File: src/rtl/alu_ctrl_sequencer.sv
// -----------------------------------------------------------------------------
// alu_ctrl_sequencer
//   Registered, handshaked ALU control stage sitting between decode and
//   execute. Decodes {alu_op, funct7, funct3} for RV32I (optionally RV32M)
//   into an ALU control word plus an illegal flag. Multiply/divide ops are
//   held behind a down-counter so execute only sees them once the unit is done.
//
// Configuration macro:
//   RV32M_EN  - when defined, alu_op=10 with funct7=0000001 decodes the M ops.
//               When undefined those encodings are illegal and the WAIT state
//               is never entered (busy stays 0).
//
// Ports:
//   clk, rst_n        clock (rising edge), asynchronous active-low reset
//   flush             synchronous flush; drops in-flight op and coincident input
//   in_valid/in_ready decode-side handshake
//   alu_op/funct7/funct3  instruction fields to decode
//   out_valid/out_ready   execute-side handshake
//   alu_control       ADD0 SUB1 AND2 OR3 XOR4 SLL5 SRL6 SRA7 SLT8 SLTU9
//                     MUL10 MULH11 MULHSU12 MULHU13 DIV14 DIVU15 REM16 REMU17
//   illegal           unsupported encoding (alu_control = ADD)
//   busy              multi-cycle op in progress
// -----------------------------------------------------------------------------
`timescale 1ns/1ps
module alu_ctrl_sequencer #(
  parameter int CTRL_W  = 5,
  parameter int MUL_LAT = 3,
  parameter int DIV_LAT = 32,
  parameter int CNT_W   = 6
) (
  input  logic              clk,
  input  logic              rst_n,
  input  logic              flush,
  input  logic              in_valid,
  output logic              in_ready,
  input  logic [1:0]        alu_op,
  input  logic [6:0]        funct7,
  input  logic [2:0]        funct3,
  output logic              out_valid,
  input  logic              out_ready,
  output logic [CTRL_W-1:0] alu_control,
  output logic              illegal,
  output logic              busy
);

  typedef enum logic [4:0] {
    OP_ADD = 5'd0,  OP_SUB  = 5'd1,  OP_AND  = 5'd2,  OP_OR   = 5'd3,
    OP_XOR = 5'd4,  OP_SLL  = 5'd5,  OP_SRL  = 5'd6,  OP_SRA  = 5'd7,
    OP_SLT = 5'd8,  OP_SLTU = 5'd9,  OP_MUL  = 5'd10
  } ctrl_e;

  typedef enum logic [1:0] {IDLE, WAIT, HOLD} state_e;

  state_e             state_q;
  logic [CNT_W-1:0]   cnt_q;
  logic [CTRL_W-1:0]  alu_control_q;
  logic               illegal_q, out_valid_q, busy_q;

  ctrl_e              ctrl_d;
  logic               illegal_d, is_mul_d, is_div_d;
  logic               accept, need_wait;
  logic [CNT_W-1:0]   load_cnt;

  // Decode of the instruction fields.
  always_comb begin
    // NOTE: every signal gets a default first so no path leaves it unassigned,
    // which would otherwise infer a latch.
    ctrl_d    = OP_ADD;
    illegal_d = 1'b0;
    is_mul_d  = 1'b0;
    is_div_d  = 1'b0;
    unique case (alu_op)
      2'b00: ctrl_d = OP_ADD;
      2'b01: begin
        unique case (funct3[2:1])
          2'b00:   ctrl_d = OP_SUB;
          2'b10:   ctrl_d = OP_SLT;
          2'b11:   ctrl_d = OP_SLTU;
          default: illegal_d = 1'b1;
        endcase
      end
      2'b10: begin
        if (funct7 == 7'b0000000) begin
          unique case (funct3)
            3'b000: ctrl_d = OP_ADD;
            3'b001: ctrl_d = OP_SLL;
            3'b010: ctrl_d = OP_SLT;
            3'b011: ctrl_d = OP_SLTU;
            3'b100: ctrl_d = OP_XOR;
            3'b101: ctrl_d = OP_SRL;
            3'b110: ctrl_d = OP_OR;
            3'b111: ctrl_d = OP_AND;
          endcase
        end else if (funct7 == 7'b0100000) begin
          if (funct3 == 3'b000)      ctrl_d = OP_SUB;
          else if (funct3 == 3'b101) ctrl_d = OP_SRA;
          else                       illegal_d = 1'b1;
        end else if (funct7 == 7'b0000001) begin
`ifdef RV32M_EN
          // M ops are numbered consecutively from MUL in funct3 order.
          ctrl_d   = ctrl_e'(5'd10 + {2'b00, funct3});
          is_mul_d = ~funct3[2];
          is_div_d = funct3[2];
`else
          illegal_d = 1'b1;
`endif
        end else begin
          illegal_d = 1'b1;
        end
      end
      2'b11: begin
        unique case (funct3)
          3'b000: ctrl_d = OP_ADD;
          3'b001: if (funct7 == 7'b0000000) ctrl_d = OP_SLL; else illegal_d = 1'b1;
          3'b010: ctrl_d = OP_SLT;
          3'b011: ctrl_d = OP_SLTU;
          3'b100: ctrl_d = OP_XOR;
          3'b101: begin
            if (funct7 == 7'b0000000)      ctrl_d = OP_SRL;
            else if (funct7 == 7'b0100000) ctrl_d = OP_SRA;
            else                           illegal_d = 1'b1;
          end
          3'b110: ctrl_d = OP_OR;
          3'b111: ctrl_d = OP_AND;
        endcase
      end
    endcase
    if (illegal_d) ctrl_d = OP_ADD;
  end

  // Handshake and multi-cycle load values.
  always_comb begin
    in_ready  = ~flush & ((state_q == IDLE) | ((state_q == HOLD) & out_ready));
    accept    = in_valid & in_ready;
    need_wait = (is_mul_d && (MUL_LAT > 1)) || (is_div_d && (DIV_LAT > 1));
    // Counter starts at LAT-2: one cycle is spent entering WAIT, one leaving it.
    load_cnt  = is_div_d ? CNT_W'(DIV_LAT - 2) : CNT_W'(MUL_LAT - 2);
  end

  always_ff @(posedge clk or negedge rst_n) begin
    // NOTE: state registers use non-blocking assignments so every flop samples
    // the pre-edge values regardless of statement order.
    if (!rst_n) begin
      state_q       <= IDLE;
      cnt_q         <= '0;
      alu_control_q <= '0;
      illegal_q     <= 1'b0;
      out_valid_q   <= 1'b0;
      busy_q        <= 1'b0;
    end else if (flush) begin
      state_q     <= IDLE;
      cnt_q       <= '0;
      out_valid_q <= 1'b0;
      busy_q      <= 1'b0;
    end else begin
      unique case (state_q)
        IDLE, HOLD: begin
          if (accept) begin
            alu_control_q <= CTRL_W'(ctrl_d);
            illegal_q     <= illegal_d;
            if (need_wait) begin
              state_q     <= WAIT;
              cnt_q       <= load_cnt;
              busy_q      <= 1'b1;
              out_valid_q <= 1'b0;
            end else begin
              state_q     <= HOLD;
              out_valid_q <= 1'b1;
            end
          end else if ((state_q == HOLD) && out_ready) begin
            state_q     <= IDLE;
            out_valid_q <= 1'b0;
          end
        end
        WAIT: begin
          if (cnt_q == '0) begin
            state_q     <= HOLD;
            busy_q      <= 1'b0;
            out_valid_q <= 1'b1;
          end else begin
            cnt_q <= cnt_q - 1'b1;
          end
        end
        default: state_q <= IDLE;
      endcase
    end
  end

  assign alu_control = alu_control_q;
  assign illegal     = illegal_q;
  assign out_valid   = out_valid_q;
  assign busy        = busy_q;

endmodule
File: config.mk
export PLATFORM = sky130hd
export DESIGN_NAME = alu_ctrl_sequencer
export DESIGN_NICKNAME = d
export VERILOG_FILES = /design/src/rtl/alu_ctrl_sequencer.sv
export SDC_FILE = /design/constraint.sdc
export NUM_CORES = 1
export LEC_CHECK = 0
export BUFFER_PORTS_ARGS = -buffer_cell sky130_fd_sc_hd__buf_2
export CAP_MARGIN = 10
export CORE_MARGIN = 8
export CORE_UTILIZATION = 50
export DETAILED_ROUTE_END_ITERATION = 6
export GPL_TIMING_DRIVEN = 1
export HOLD_SLACK_MARGIN = 0.08
export PLACE_DENSITY = 0.9
export SLEW_MARGIN = 20
export SYNTH_ARGS = -nofsm -noshare
export SYNTH_HDL_FRONTEND = slang
export SYNTH_SLANG_ARGS = --single-unit
File: constraint.sdc
create_clock -name clk -period 3.4 [get_ports clk]
set_clock_uncertainty 0.1 [all_clocks]
set_input_delay 0.17 -clock clk [delete_from_list [all_inputs] [get_ports clk]]
set_output_delay 0.17 -clock clk [all_outputs]
set_load 0.005 [all_outputs]
* Word level (Yosys, flattened, before mapping)
Memories as Yosys holds them, arrays and structs flattened.
Index checks and enable logic that the tools add are counted.
** Cells by class
- Add/subtract/negate cells :: 1
- Multiply operators :: 0
- Div/mod/pow operators :: 0
- Order comparisons :: 0
- Equality and inequality tests :: 18
- Shift-type cells :: 0
- Multiplexer cells :: 37
- Bitwise logic cells :: 5
- Reductions and logical operators :: 17
** Operators by type and width (count)
- one-hot mux 5 bit (8 select lines) :: 1
- one-hot mux 5 bit (4 select lines) :: 1
- two-way mux 3 bit :: 6
- two-way mux 6 bit :: 3
- two-way mux 1 bit :: 15
- == test 3 bit (second input constant) :: 4
- one-hot mux 4 bit (3 select lines) :: 1
- == test 2 bit (second input constant) :: 5
- two-way mux 5 bit :: 2
- two-way mux 2 bit :: 4
- == test 7 x 6 -> 1 bit (second input constant) :: 1
- zero test 7 bit :: 1
- == test 3 x 2 -> 1 bit (second input constant) :: 2
- zero test 2 bit :: 3
- zero test 6 bit :: 1
- AND reduction 2 bit :: 3
- AND reduction 3 bit :: 2
- subtractor 6 x 1 -> 6 bit (second input constant) :: 1
- == test 2 x 1 -> 1 bit (second input constant) :: 2
- != test 4 bit (second input constant) :: 1
- one-hot mux 1 bit (2 select lines) :: 2
- one-hot mux 2 bit (2 select lines) :: 1
- nonzero test 2 bit :: 2
- bitwise AND 1 bit :: 3
- other kinds (11) :: 11
** Storage, ports and cells
- Register bits :: 16
- Latch bits :: 0
- Bits in writable memories :: 0
- Memory bits (read-only) :: 32
- Input port bits :: 17
- Output and inout bits :: 9
- Logic and storage cells :: 85
- Memories kept :: 1
** Memories
- (name not given) :: words 8, bits a word 4, rd ports 1, clocked after memory_dff 0, write ports 0, line 84 : unique case (funct3)

* Depth between registers and ports, before layout
Gate-level depths: netlist (run 1).
- Word-level depth :: 8
- Gate-level depth with buffers :: 7
- Depth with buffers taken out :: 6

* Least setup slack after synthesis (run 1)
Ideal clock, no wire load.
- Path kind :: reg2reg
- Start :: register state_q[1]
- End :: register alu_control_q[0] (netlist: alu_control[0])
- Library setup time :: 0.086 ns
- Data arrival time :: 1.423 ns
- Required time :: 3.214 ns
- Setup slack :: 1.791 ns
- Stages on the path, launching flop included :: 6
- Path buffers :: 1
- Period minus slack after synthesis :: 1.609 ns
- Cell sequence :: dfrtp_1 -> nor2b_1 -> or3b_1 -> buf_2 -> a2111o_1 -> a32oi_1
** Between the ends
- Cells in the longest elaborated chain, start to end :: 6
- Elaborated cells on any way between the ends :: 8
- Those cells by class :: 1 x eq/ne; 4 x bitwise; 3 x reduce/logical
** RTL lines
- start: declaration :: line 54 : state_e state_q;
- start signal: assignment :: line 144 : state_q <= IDLE;
- start signal: assignment :: line 151 : state_q <= IDLE;
- start signal: assignment :: line 162 : state_q <= WAIT;
- == test 2 bit :: line 133, 156
- bitwise AND 1 bit :: line 133 : in_ready = ~flush & ((state_q == IDLE) | ((state_q == HOLD) & out_ready));
- OR 1 bit :: line 133
- bitwise AND 1 bit :: line 133
- bitwise AND 1 bit :: line 134 : accept = in_valid & in_ready;
- AND reduction 3 bit (no line) *
- end signal: assignment :: line 159 : alu_control_q <= CTRL_W'(ctrl_d);
- end: declaration :: line 56 : logic [CTRL_W-1:0] alu_control_q;
Mark *: on every way between the ends. The rest lies on a longest branch, timed or not.
A chain may end at the register's enable or synchronous reset.

* Worst setup path after layout (run 1)
- Start :: input port flush
- End :: register alu_control_q[1] (netlist: alu_control[1])
** Between the ends
- Cells in the longest elaborated chain, start to end :: 4
** RTL lines
- start: declaration :: line 33 : input logic flush,
- NOT 1 bit (no line) *
- bitwise AND 1 bit :: line 133
- bitwise AND 1 bit :: line 134
- AND reduction 3 bit (no line) *
Marks and branches as above.

==> results by group, run 1 <==
Status
  – Status: complete, no violations

Global route
  – Gr ovfl total: 0
  – Met2 Use GR: between 20% and 30%
  – First-pass GRT wire length: approximately 2700 µm
  – GRT Util Overall: between 10 and 15%
  – GRT busiest layer: met2
  – Largest net degree at the start of global routing: 13
  – Met3 GRT Util: between 3 and 4%
  – Vias in the first global route: 646
  – M1 GR Usage: roughly 14%
  – Initial antenna violation count: 0

Routing
  – Post-Route WL: 1610 µm
  – Drt pass-1 iters: 5
  – WL/cell: 13.8 µm
  – Routed via count: between 600 and 700
  – DR DRC count: 0
  – Vias per inst: between 5 and 6
  – Antenna Violating Nets Remaining: 0
  – Starting DRC count in detailed routing: 12

Die
  – Num rows: 13
  – Die ar.: around 0.0027 mm²
  – I/O pins: 26
  – Die Width: 52.2 µm
  – Die Span Y: around 52 µm
  – Initial core utilization: approximately 52%
  – Core ar.: roughly 0.0013 mm²

Cells and area
  – Final nets: about 120
  – Fillcell total: about 120
  – Commonest non-fill, non-tap cell in the layout: buf_2
  – Commonest cells after routing, fill and taps aside: buf_2, nor2_1, dfrtp_1, nand2_1
  – Area Overhead vs Synth: 21.4%
  – Post-route cell area: around 800 µm²
  – Share of cells above drive strength 1: between 30% and 40%
  – Antenna cell count: 0

Placement
  – Routability cong.: roughly 0.88
  – Dpl cell area: 753 µm²
  – Buffers on Ports: 23
  – Post-DP HPWL: ~1300 µm

Clock tree
  – CTS resizes: 0
  – Clk sinks: 6
  – H-tree levels: 1
  – Clock Latency Late Sink: about 0.24 ns
  – CTS tree: done
  – Clock slew seen by the registers of the worst setup and hold paths: approximately 0.04 ns
  – Cts bufs inserted: 3
  – Root buffer selected by CTS: clkbuf_4
  – Clock tree buffer depth: 2

Synthesis
  – YS warnings: 0
  – EDFF count, synth: 0
  – Mapped Cells: roughly 80
  – Synth top area cells: dfrtp_1, ha_1, nor2_1, a32oi_1, buf_2
  – Post-synthesis async set-or-reset flop share: 100%
  – Mapped cell area: around 660 µm²
  – Synth top area share: a little under a quarter
  – Post-Syn Area per Cell: about 8.3 µm²
  – FF+latch count, synth: 6
  – Main synth FF type: dfrtp_1
  – Yosys top cell by area: dfrtp_1
  – Register area share after synthesis: a little under a quarter
  – Synth unique cells: 37

Hold path
  – Min-Delay Endpoint: state_q[1]$_DFFE_PN0P_
  – Hold Crit Start: in_valid
  – Worst hold-check path type: primary input to register
  – Hold path depth: 3

STA
  – Setup TNS: 0 ns
  – Fin. Hold Viols: 0
  – Final setup vio count: 0
  – Final Max Tran Viols: 0
  – Post-route minimum period: about 1.8 ns
  – F_max: ~540 MHz
  – RSZ-0062 raised after global routing: false
  – Period utilization: a little over half

Setup path
  – Worst path bufs/invs: 2
  – Reg2Reg Depth: 4
  – WP data arrival: about 1.9 ns
  – CP cell instances: dlygate4sd3_1 -> buf_2 -> or3b_1 -> a2111oi_0 -> a22o_1
  – Critical-path top delay cell: dlygate4sd3_1
  – Critical Path End Type: register
  – CP peak stage delay: 0.53 ns
  – Critical-path maximum fanout: 9
  – WP data required: approximately 3.5 ns
  – WS Path Type: primary input to register
  – Startpoint Class: primary input
  – Register-to-Register Setup Slack: 1.67 ns
  – Worst flop-to-flop path endpoint: alu_control[1]$_DFFE_PN0P_
  – R2R Path Start: state_q[1]$_DFFE_PN0P_
  – Top delay family on crit path: buffers and inverters

Job
  – Max cap viols: 0

Power
  – Leak: about 0.37 nW
  – PwrDens: 253 mW/mm²
  – Max rail drop VDD: 0.253 mV
per-layer routing:
metal	vias up	share of wire, %
li1	335	-
met1	300	45
met2	20	46
met3	2	8.4
met4	0	0.93
met5	-	0
logic make-up (layout without fill, tap and decap cells):
| kind of cell | count (synthesis) | in the layout | share of synthesized area (%) |
|---|---|---|---|
| AND/OR/NAND/NOR | 32 | 32 | 30.9 |
| AO/OA/AOI/OAI | 23 | 23 | 25.4 |
| buffers and inverters | 10 | 31 | 7.82 |
| flip-flops | 6 | 6 | 22.9 |
| adder cells (fa/ha/maj) | 4 | 4 | 7.63 |
| multiplexers | 2 | 2 | 3.43 |
| other | 1 | 2 | 0.572 |
| XOR/XNOR | 1 | 1 | 1.34 |
how the worst max path moves through the flow:
| stage | startpoint | to | slack, ns | cells past startpoint |
|---|---|---|---|---|
| after floorplan | state_q[1]$_DFFE_PN0P_ | alu_control[0]$_DFFE_PN0P_ | 1.79 | 5 |
| after global placement | funct7[6] | alu_control[0]$_DFFE_PN0P_ | 1.70 | 5 |
| after detailed placement | state_q[1]$_DFFE_PN0P_ | alu_control[1]$_DFFE_PN0P_ | 1.67 | 4 |
| after CTS | flush | alu_control[1]$_DFFE_PN0P_ | 1.57 | 5 |
| after global routing | flush | alu_control[1]$_DFFE_PN0P_ | 1.44 | 5 |
| final | flush | alu_control[1]$_DFFE_PN0P_ | 1.56 | 5 |
worst register-to-register path: cells and delay by family (launching register included):
kind	cells	cell delay, ns
compound gates	2	0.58
flops	1	0.36
simple gates	2	0.64
what timing repair did:
action                                 4_1_cts  5_1_grt
hold buffers                                 2        0
endpoints found under the hold margin        7        0
setup buffers                                0        0
setup endpoints to repair                    0        0
through the flow:
stage / utilization [%] / worst slack (ns) / hold WS [ns] / instances / power, mW
floorplan: - / 1.79 / -0.226 / 80 / 0.115
global placement: 59.4 / 1.70 / -0.103 / 111 / 0.136
detailed placement: 59.4 / 1.67 / -0.104 / 111 / 0.138
CTS: 62.7 / 1.57 / 0.105 / 116 / 0.204
global route: 62.7 / 1.44 / 0.130 / 116 / 0.218
finish: 62.7 / 1.56 / 0.103 / 116 / 0.202
state kept, by name, summed over array words and instances, names as in the netlist:
signal and flops:
alu_control 4, illegal 1, state_q 1
cell type report:
cell class | count | area, µm² | share of cell area, %
multi-input cells | 64 | 458 | 57.5
flip-flops and latches | 6 | 150 | 18.9
repair buffers | 25 | 135 | 17.0
clock buffers | 3 | 22.5 | 2.83
well taps | 15 | 18.8 | 2.36
inverters | 3 | 11.3 | 1.42
power by group:
part | leakage, nW | internal (mW) | switching [mW]
sequential | 0.0795 | 0.0757 | 0.00177
combinational | 0.274 | 0.0272 | 0.0344
clock | 0.0138 | 0.0397 | 0.0228
total | 0.367 | 0.143 | 0.0590
cell usage after synthesis, drive strengths merged, types with 2 or more instances:
cell,n
nand2,6
nor2b,3
a211oi,2
inv,3
dfrtp,6
a32oi,3
o21ai,5
nand2b,2
buf,7
a21oi,4
nor2,9
a2111oi,2
ha,4
and3b,2
or2,2
mux2,2
(Power assumes the default switching activity.)
==> inputs of run 2 (changes only) <==
--- a/config.mk
+++ b/config.mk
@@ -8,11 +8,11 @@
 export BUFFER_PORTS_ARGS = -buffer_cell sky130_fd_sc_hd__buf_2
 export CAP_MARGIN = 10
 export CORE_MARGIN = 8
-export CORE_UTILIZATION = 50
+export CORE_UTILIZATION = 47
 export DETAILED_ROUTE_END_ITERATION = 6
 export GPL_TIMING_DRIVEN = 1
 export HOLD_SLACK_MARGIN = 0.08
-export PLACE_DENSITY = 0.9
+export PLACE_DENSITY = 0.86
 export SLEW_MARGIN = 20
 export SYNTH_ARGS = -nofsm -noshare
 export SYNTH_HDL_FRONTEND = slang
==> constraint.sdc (replaced) <==
create_clock -name clk -period 1.9 [get_ports clk]
set_clock_uncertainty 0.1 [all_clocks]
set_input_delay 0.095 -clock clk [delete_from_list [all_inputs] [get_ports clk]]
set_output_delay 0.095 -clock clk [all_outputs]
set_load 0.005 [all_outputs]
==> results by group, run 2 (same netlist as run 1, synthesis figures left out) <==
Status
  – Status: complete, no violations

Clock tree
  – Clock slew seen by the registers of the worst setup and hold paths: roughly 0.040 ns
  – Cts bufs inserted: 3
  – Root buffer selected by CTS: clkbuf_4
  – H-tree levels: 1
  – Hold-fix buffers, CTS: 4
  – Clock tree buffer depth: 2
  – Clock Latency Late Sink: between 0.2 and 0.3 ns
  – CTS resizes: 0
  – CTS tree: done
  – Clk sinks: 6
  – Setup Fix Bufs, Post-CTS: 0

Setup path
  – Critical Path End Type: register
  – Critical-path maximum fanout: 9
  – Startpoint Class: primary input
  – WS Path Type: primary input to register
  – WP data arrival: around 1.8 ns
  – WP data required: 1.96 ns

Global route
  – Gr ovfl total: 0
  – Initial antenna violation count: 0
  – Vias in the first global route: ~660
  – Largest net degree at the start of global routing: 13
  – First-pass GRT wire length: between 2000 and 3000 µm
  – GRT Util Overall: 12.9%

Routing
  – Post-Route WL: approximately 1700 µm
  – DR DRC count: 0
  – Starting DRC count in detailed routing: 19
  – Routed via count: approximately 660
  – WL/cell: around 15 µm
  – Antenna Violating Nets Remaining: 0
  – Vias per inst: roughly 5.5
  – Drt pass-1 iters: 4

Placement
  – Post-DP HPWL: 1390 µm
  – Routability cong.: between 0.8 and 0.9
  – Worst slack, placed: ~0.19 ns
  – Buffers on Ports: 23

STA
  – Period utilization: 91.1%
  – Final setup vio count: 0
  – F_max: 578 MHz
  – Fin. Hold Viols: 0
  – Tightest hold margin: 0.0983 ns
  – Post-route minimum period: 1.73 ns
  – Post-route setup slack: 0.169 ns
  – Final Max Tran Viols: 0
  – Setup TNS: 0 ns
  – RSZ-0062 raised after global routing: false

Die
  – I/O pins: 26
  – Initial core utilization: 50.4%
  – Die Span Y: roughly 53 µm
  – Die ar.: 0.00285 mm²
  – Core ar.: 0.00130 mm²
  – Die Width: roughly 53 µm
  – Num rows: 13

Cells and area
  – Share of cells above drive strength 1: between 30% and 40%
  – Antenna cell count: 0
  – Post-layout util: between 60% and 70%
  – Commonest cells after routing, fill and taps aside: buf_2, nor2_1, dfrtp_1, nand2_1
  – Max FFs per register: 4
  – Commonest non-fill, non-tap cell in the layout: buf_2
  – Area Overhead vs Synth: 25.6%
  – Final nets: 127

Power
  – Pwr Total: about 370 µW
  – PwrDens: 455 mW/mm²
  – Leak: 0.382 nW
  – Max rail drop VDD: about 0.32 mV

Job
  – Max cap viols: 0

Hold path
  – Worst hold-check path type: primary input to asynchronous set/reset pin
==> run 2: layer usage <==
layer / GRT usage, % / up-vias / wire length (µm)
met2: 21.9 / 17 / 932
met3: 3.36 / 4 / 86
met5: 0 / - / 0
met4: 5.46 / 0 / 31
met1: 14.7 / 300 / 691
li1: - / 336 / -
==> run 2: layout make-up <==
| type | count | area (µm²) |
|---|---|---|
| fillers | 118 | 478 |
| flip-flops and latches | 6 | 150 |
| repair buffers | 28 | 163 |
| clock buffers | 3 | 22.5 |
| well taps | 15 | 18.8 |
| multi-input cells | 64 | 458 |
| inverters | 3 | 11.3 |
==> run 2: stage by stage <==
stage               instance area [µm²]  std cells
finish                              823        119
global route                        823        119
CTS                                 823        119
detailed placement                  761        112
global placement                    761        112
floorplan                           659         80
==> run 2: final timing paths <==
path                                            startpoint  slack, ns                         end  cells after the start
worst max-delay path                                 flush       0.17  alu_control[0]$_DFFE_PN0P_                      5
worst min-delay path                                 rst_n        0.1         illegal$_DFFE_PN0P_                      2
worst max register to register      state_q[1]$_DFFE_PN0P_       0.18  alu_control[0]$_DFFE_PN0P_                      4
worst min register to register  alu_control[3]$_DFFE_PN0P_       0.39  alu_control[3]$_DFFE_PN0P_                      2
max in group asynchronous                            rst_n       1.46  alu_control[2]$_DFFE_PN0P_                      2
min in group clk                                 alu_op[0]       0.14         illegal$_DFFE_PN0P_                      3
==> run 2: where the power goes <==
part	total, mW	internal, mW	switching [mW]
clock	0.120	0.0716	0.0486
combinational	0.116	0.0529	0.0627
sequential	0.139	0.135	0.00318
total	0.374	0.260	0.115
==> run 2: worst max-delay path: stages <==
cell,delay [ns]
dlygate4sd3_1,0.53
buf_2,0.13
or3b_1,0.51
a2111o_1,0.36
a32oi_1,0.17
